==> src/rtl/payload_storer.sv <==
// Write-back stage: packs 64 FP16 results into saturated unsigned bytes
// and streams them to payload memory as eight 64-bit words.
module payload_storer #(
  parameter int unsigned BASE_ADDR = 0
) (
  input  logic          clk,
  input  logic          rst,
  input  logic          start,
  input  logic [1023:0] vec_flat,
  input  logic          mem_wr_ready,
  output logic [2:0]    mem_addr,
  output logic          mem_wr_en,
  output logic [63:0]   mem_wr_data,
  output logic          busy,
  output logic          done,
  output logic          sat_flag
);

  typedef enum logic [1:0] {IDLE, WRITE, DONE} state_t;

  localparam logic [2:0] BASE = 3'(BASE_ADDR);

  // {clip, byte}
  function automatic logic [8:0] conv(input logic [15:0] h);
    logic       s;
    logic [4:0] e;
    logic [9:0] m;
    logic       nan, inf, neg, big, mid;
    logic [8:0] r;
    s   = h[15];
    e   = h[14:10];
    m   = h[9:0];
    nan = (e == 5'd31) && (m != 10'd0);
    inf = !s && (e == 5'd31) && (m == 10'd0);
    neg = s && !nan && ((e != 5'd0) || (m != 10'd0));
    big = !s && (e >= 5'd23) && (e <= 5'd30);
    mid = !s && (e >= 5'd15) && (e <= 5'd22);
    r   = 9'd0;
    unique case (1'b1)
      nan:     r = {1'b1, 8'h00};
      inf:     r = {1'b1, 8'hFF};
      neg:     r = {1'b1, 8'h00};
      big:     r = {1'b1, 8'hFF};
      mid:     r = {1'b0, 8'({1'b1, m} >> (5'd25 - e))};
      default: r = 9'd0;
    endcase
    return r;
  endfunction

  // {clip_any, packed bytes}
  function automatic logic [64:0] conv_word(input logic [127:0] w);
    logic [64:0] r;
    logic [8:0]  b;
    r = 65'd0;
    for (int j = 0; j < 8; j++) begin
      b            = conv(w[16*j +: 16]);
      r[8*j +: 8]  = b[7:0];
      r[64]        = r[64] | b[8];
    end
    return r;
  endfunction

  state_t          state, state_nxt;
  logic [1023:0]   shadow, shadow_nxt;
  logic [2:0]      ptr, ptr_nxt, ptr_inc;
  logic [2:0]      addr_nxt;
  logic            en_nxt, busy_nxt, done_nxt, sat_nxt;
  logic [63:0]     data_nxt;
  logic            accept;
  logic [64:0]     first_word, next_word;

  assign accept     = mem_wr_en & mem_wr_ready;
  assign ptr_inc    = ptr + 3'd1;
  assign first_word = conv_word(vec_flat[127:0]);
  assign next_word  = conv_word(shadow[{ptr_inc, 7'd0} +: 128]);

  always_ff @(posedge clk or posedge rst) begin
    if (rst) state <= IDLE;
    else     state <= state_nxt;
  end

  always_comb begin
    state_nxt = state;
    unique case (state)
      IDLE:    if (start) state_nxt = WRITE;
      WRITE:   if (accept && ptr == 3'd7) state_nxt = DONE;
      DONE:    state_nxt = IDLE;
      default: state_nxt = IDLE;
    endcase
  end

  always_comb begin
    shadow_nxt = shadow;
    ptr_nxt    = ptr;
    addr_nxt   = mem_addr;
    en_nxt     = mem_wr_en;
    data_nxt   = mem_wr_data;
    busy_nxt   = busy;
    sat_nxt    = sat_flag;
    done_nxt   = 1'b0;
    unique case (state)
      IDLE: begin
        if (start) begin
          // word 0 comes straight from the input, shadow feeds the rest
          shadow_nxt = vec_flat;
          ptr_nxt    = 3'd0;
          addr_nxt   = BASE;
          en_nxt     = 1'b1;
          data_nxt   = first_word[63:0];
          busy_nxt   = 1'b1;
          sat_nxt    = first_word[64];
        end
      end
      WRITE: begin
        if (accept) begin
          if (ptr != 3'd7) begin
            ptr_nxt  = ptr_inc;
            addr_nxt = mem_addr + 3'd1;
            data_nxt = next_word[63:0];
            sat_nxt  = sat_flag | next_word[64];
          end else begin
            en_nxt   = 1'b0;
            busy_nxt = 1'b0;
            done_nxt = 1'b1;
          end
        end
      end
      default: ;
    endcase
  end

  always_ff @(posedge clk or posedge rst) begin
    if (rst) begin
      shadow      <= '0;
      ptr         <= 3'd0;
      mem_addr    <= 3'd0;
      mem_wr_en   <= 1'b0;
      mem_wr_data <= 64'd0;
      busy        <= 1'b0;
      done        <= 1'b0;
      sat_flag    <= 1'b0;
    end else begin
      shadow      <= shadow_nxt;
      ptr         <= ptr_nxt;
      mem_addr    <= addr_nxt;
      mem_wr_en   <= en_nxt;
      mem_wr_data <= data_nxt;
      busy        <= busy_nxt;
      done        <= done_nxt;
      sat_flag    <= sat_nxt;
    end
  end

endmodule
==> config.mk <==
export PLATFORM = sky130hd
export DESIGN_NAME = payload_storer
export DESIGN_NICKNAME = d
export VERILOG_FILES = /design/src/rtl/payload_storer.sv
export SDC_FILE = /design/constraint.sdc
export NUM_CORES = 2
export LEC_CHECK = 0
export BUFFER_PORTS_ARGS = -buffer_cell sky130_fd_sc_hd__buf_2
export CORE_AREA = 4 4 420 422
export DETAILED_ROUTE_END_ITERATION = 10
export DIE_AREA = 0 0 424 426
export GPL_ROUTABILITY_DRIVEN = 0
export PLACE_DENSITY_LB_ADDON = 0.3
export SETUP_SLACK_MARGIN = 0.1
export SLEW_MARGIN = 0
export SYNTH_ARGS = -nofsm -noshare
export SYNTH_HDL_FRONTEND = slang
export SYNTH_SLANG_ARGS = --single-unit
==> constraint.sdc <==
create_clock -name clk -period 33 [get_ports clk]
set_input_delay 4.95 -clock clk [delete_from_list [all_inputs] [get_ports clk]]
set_output_delay 4.95 -clock clk [all_outputs]
set_load 0.005 [all_outputs]
==> flow_summary.yaml <==
floorplan:
  initial_utilization_pct: 33.49
  site_rows: 153
  boundaryPins: 1099
  floorplan.die_area_sq_um: 180600
  die_width_microns: 424
  die-height_microns: 426
  area_of_the_core_sq_um: 173100
power_and_ir_drop:
  switching_power_w: 0.004158
  total_leakage_power_nw: 35.87
  netSwitchingFraction_pct: 46.28
  power.share.sequential_pct: 26.1
  max-vdd-ir-drop_mv: 0.06995
  internal_w: 0.004827
  clock_group_share_of_total_power_pct: 17.4
  power.combinational.fraction_pct: 56.5
  power_per_cell_area_nw_per_um2: 128.4
yosys:
  syn_area_sq_um: 57950
  proportion_of_register_bits_with_asynchronous_set_or_reset_after_synthesis_pct: 100.0
  top_area_cells_in_the_synthesized_netlist: "dfrtp_1 47%, nand2_1 21%, mux4_2 9.1%"
  yosys_warnings: 0
  number_of_enable_type_register_cells_in_the_synthesized_netlist: 0
  yosys.cell_types.count: 86
  syn_area_per_cell_sq_um: 8.895
  syn-num-nets: 7578
  synth_top_area_share_pct: 47.46
  yosysTopAreaCell: "dfrtp_1"
  syn_inst: 6515
  synthFlopType: "dfrtp_1"
  synth.ff_latch_count: 1099
  ys_seq_area_share_pct: 47.46
clock_tree:
  clock_insertion_delay_worst_skew_ps: 820
  cts.sinks: 1099
  ctsHtreeMaxLevel: 4
  cts_tree: "done"
  clockBufferDepth: 3
  post_cts_hold_buffer_count: 0
  tritoncts.num_buffers: 137
  post_cts_repair_resize_count: 0
  cts.clk_slew.worst_paths_ps: 50
  cts.root.buffer_cell: "clkbuf_16"
  post-cts-setup-buffer-count: 0
timing:
  slew-limit-headroom_pct: 21.35
  finalSetupTns_ps: 0
  layout_worst_path_cycle_share_pct: 27.31
  finalMaxSlewViolations: 0
  setup_viol_count_final: 0
  unrepaired_setup_endpoints_after_global_routing: "false"
  max_clock_freq_ghz: 0.1109
  worst_slew_pin_slew_ps: 1164
  final-hold-violation-count: 0
  final_period_minus_worst_setup_slack_ps: 9014
  clock_skew_ps: 43.39
finish:
  finish.net_count: 8480
  area_growth_pct: 20.77
  layout_commonest_cell: "nand2_1"
  share_of_cells_above_drive_strength_1_pct: 23.23
  finish.instance_area_sq_um: 69990
  final_cell_mix: "3,267 x nand2_1, 1,098 x dfrtp_1, 1,098 x buf_2, 249 x mux2i_1, 233 x mux4_2"
setup_path:
  timing_worst_setup_path_type: "primary input to async pin"
  critical_path.most_common_cell: "buf_4"
  critical_path.max_fanout: 168
  critPathLaunchType: "primary input"
  worstPathArrival_ps: 9800
  slowest_stage: "buf_4"
  cp.buffers_inverters: 7
  crit_required_ps: 33780
  critical-path-top-delay-family: "buffers and inverters"
  path_cells: "buf_2 -> clkinvlp_4 -> buf_12 -> buf_4 -> buf_4 -> buf_4 -> buf_4"
  setup.worst_path.end_class: "async pin"
  delay_of_the_slowest_cell_on_the_worst_path_ps: 920
detailed_routing:
  postRouteWirelength_microns: 240200
  top_signal_layer_used: "met5"
  total_via_count_after_detailed_routing: 52130
  wirelength_met1_microns: 102400
  dr_wl_met3_microns: 17730
  first_pass_iters: 6
  route.detailed.wl_per_inst_microns: 24.16
  post_route_drc_violation_count: 0
  drtAntennaViolNets: 0
  first_iter_violations: 5380
  route.met2.wl_microns: 107800
  avgViaCountPerCell: 5.243
global_route:
  grt_max_degree: 227
  track_usage_pct: 25.80
  antenna_found_initial: 149
  globalRouteOverflowTotal: 0
  grt_first_pass_wirelength_microns: 343100
  grt_pass1_vias: 50120
placed_design:
  place_hpwl_microns: 183300
  numPortBuffers: 1098
  placed_instance_area_sq_um: 65090
hold_path:
  hold_class: "flip-flop to flip-flop"
run_status:
  status: "completed"
run:
  max_capacitance_violation_count: 0
==> power by group through the flow <==
stage,logic [W],registers [W],clock network (W)
floorplan,0.00367,0.00223,0
global placement,0.00494,0.00233,0
detailed placement,0.00502,0.00235,0
CTS,0.00505,0.00233,0.00160
global route,0.00554,0.00240,0.00165
finish,0.00508,0.00234,0.00157
==> through the flow <==
stage | power, W | hold slack (ps) | worst slack (ps) | std cells | util, %
after global placement | 0.007272 | 451.6 | 23110 | 9603 | 37.61
after global routing | 0.009596 | 479.0 | 23260 | 9911 | 40.40
final | 0.008985 | 465.9 | 23990 | 9943 | 40.44
after detailed placement | 0.007370 | 455.2 | 23020 | 9603 | 37.61
after floorplan | 0.005901 | 437.3 | 12890 | 6515 | -
after CTS | 0.008976 | 469.9 | 23870 | 9846 | 40.30
==> layout make-up <==
class / count / area, sq um
antenna: 97 / 242.7
clock buffer: 197 / 3925
clock inverter: 46 / 728.2
fill: 17540 / 103100
inverter: 62 / 244.0
multi-input combinational: 4946 / 28330
sequential: 1099 / 27510
tap: 2325 / 2909
timing repair buffer: 1171 / 6106
==> tightest hold or removal path: stages (launching register included) <==
cell and delay (ps):
dfrtp_1 330, nand2_1 50, nand2_1 50
==> registers in the layout (all words and copies together) (netlist names) <==
| name | flops |
|---|---|
| mem_wr_data | 64 |
| sat_flag | 1 |
| shadow | 1024 |
| state | 2 |
| ptr | 3 |
| busy | 1 |
| mem_addr | 3 |
| done | 1 |
==> per-layer routing <==
layer / track usage, % / up-vias
li1: - / 23550
met1: 35.26 / 25840
met2: 38.71 / 2208
met3: 5.639 / 499
met4: 12.83 / 34
met5: 0 / -
==> cell usage after synthesis (all sizes together), types with 4 or more instances <==
| master | number |
|---|---|
| o211ai | 12 |
| buf | 110 |
| nor4bb | 5 |
| o21ai | 152 |
| o31a | 4 |
| mux4 | 245 |
| and3 | 7 |
| o32ai | 4 |
| a22o | 5 |
| a21o | 7 |
| and2 | 24 |
| nand4 | 21 |
| or3 | 11 |
| xor2 | 9 |
| nand3b | 8 |
| maj3 | 7 |
| nor2b | 26 |
| nor3b | 5 |
| or2 | 9 |
| mux2 | 77 |
| nand2 | 3268 |
| a211oi | 33 |
| nor4 | 21 |
| xnor2 | 10 |
| a31oi | 30 |
| nor3 | 32 |
| inv | 55 |
| mux2i | 269 |
| o2111ai | 13 |
| clkbuf | 298 |
| a22oi | 9 |
| or4 | 11 |
| nor2 | 145 |
| clkinv | 7 |
| o21bai | 6 |
| o21a | 14 |
| nand2b | 24 |
| a2111oi | 6 |
| o31ai | 60 |
| o22ai | 33 |
| ha | 35 |
| nand3 | 60 |
| dfrtp | 1099 |
| a21oi | 193 |
==> kinds of logic after synthesis <==
| group | Yosys count | synth area share, % |
|---|---|---|
| compound gates | 608 | 6.447 |
| mux | 591 | 16.09 |
| simple gates | 3686 | 25.00 |
| flops | 1099 | 47.46 |
| buf+inv | 470 | 3.817 |
| xor+xnor | 19 | 0.3131 |
| fa+ha+maj | 42 | 0.8766 |
==> final timing paths <==
| check | start | to | slack, ps | cells after the start |
|---|---|---|---|---|
| hold reg to reg | shadow[600]$_DFFE_PP0P_ | shadow[600]$_DFFE_PP0P_ | 470 | 2 |
| setup reg to reg | ptr[0]$_DFFE_PP0P_ | mem_wr_data[21]$_DFFE_PP0P_ | 25890 | 14 |
| max in group clk | start | shadow[695]$_DFFE_PP0P_ | 24480 | 9 |
| hold / removal | shadow[600]$_DFFE_PP0P_ | shadow[600]$_DFFE_PP0P_ | 470 | 2 |
| min in group asynchronous | rst | shadow[52]$_DFFE_PP0P_ | 4130 | 2 |
| setup / recovery | rst | shadow[366]$_DFFE_PP0P_ | 23990 | 7 |
Note: power is estimated with default switching activity, not from simulation.
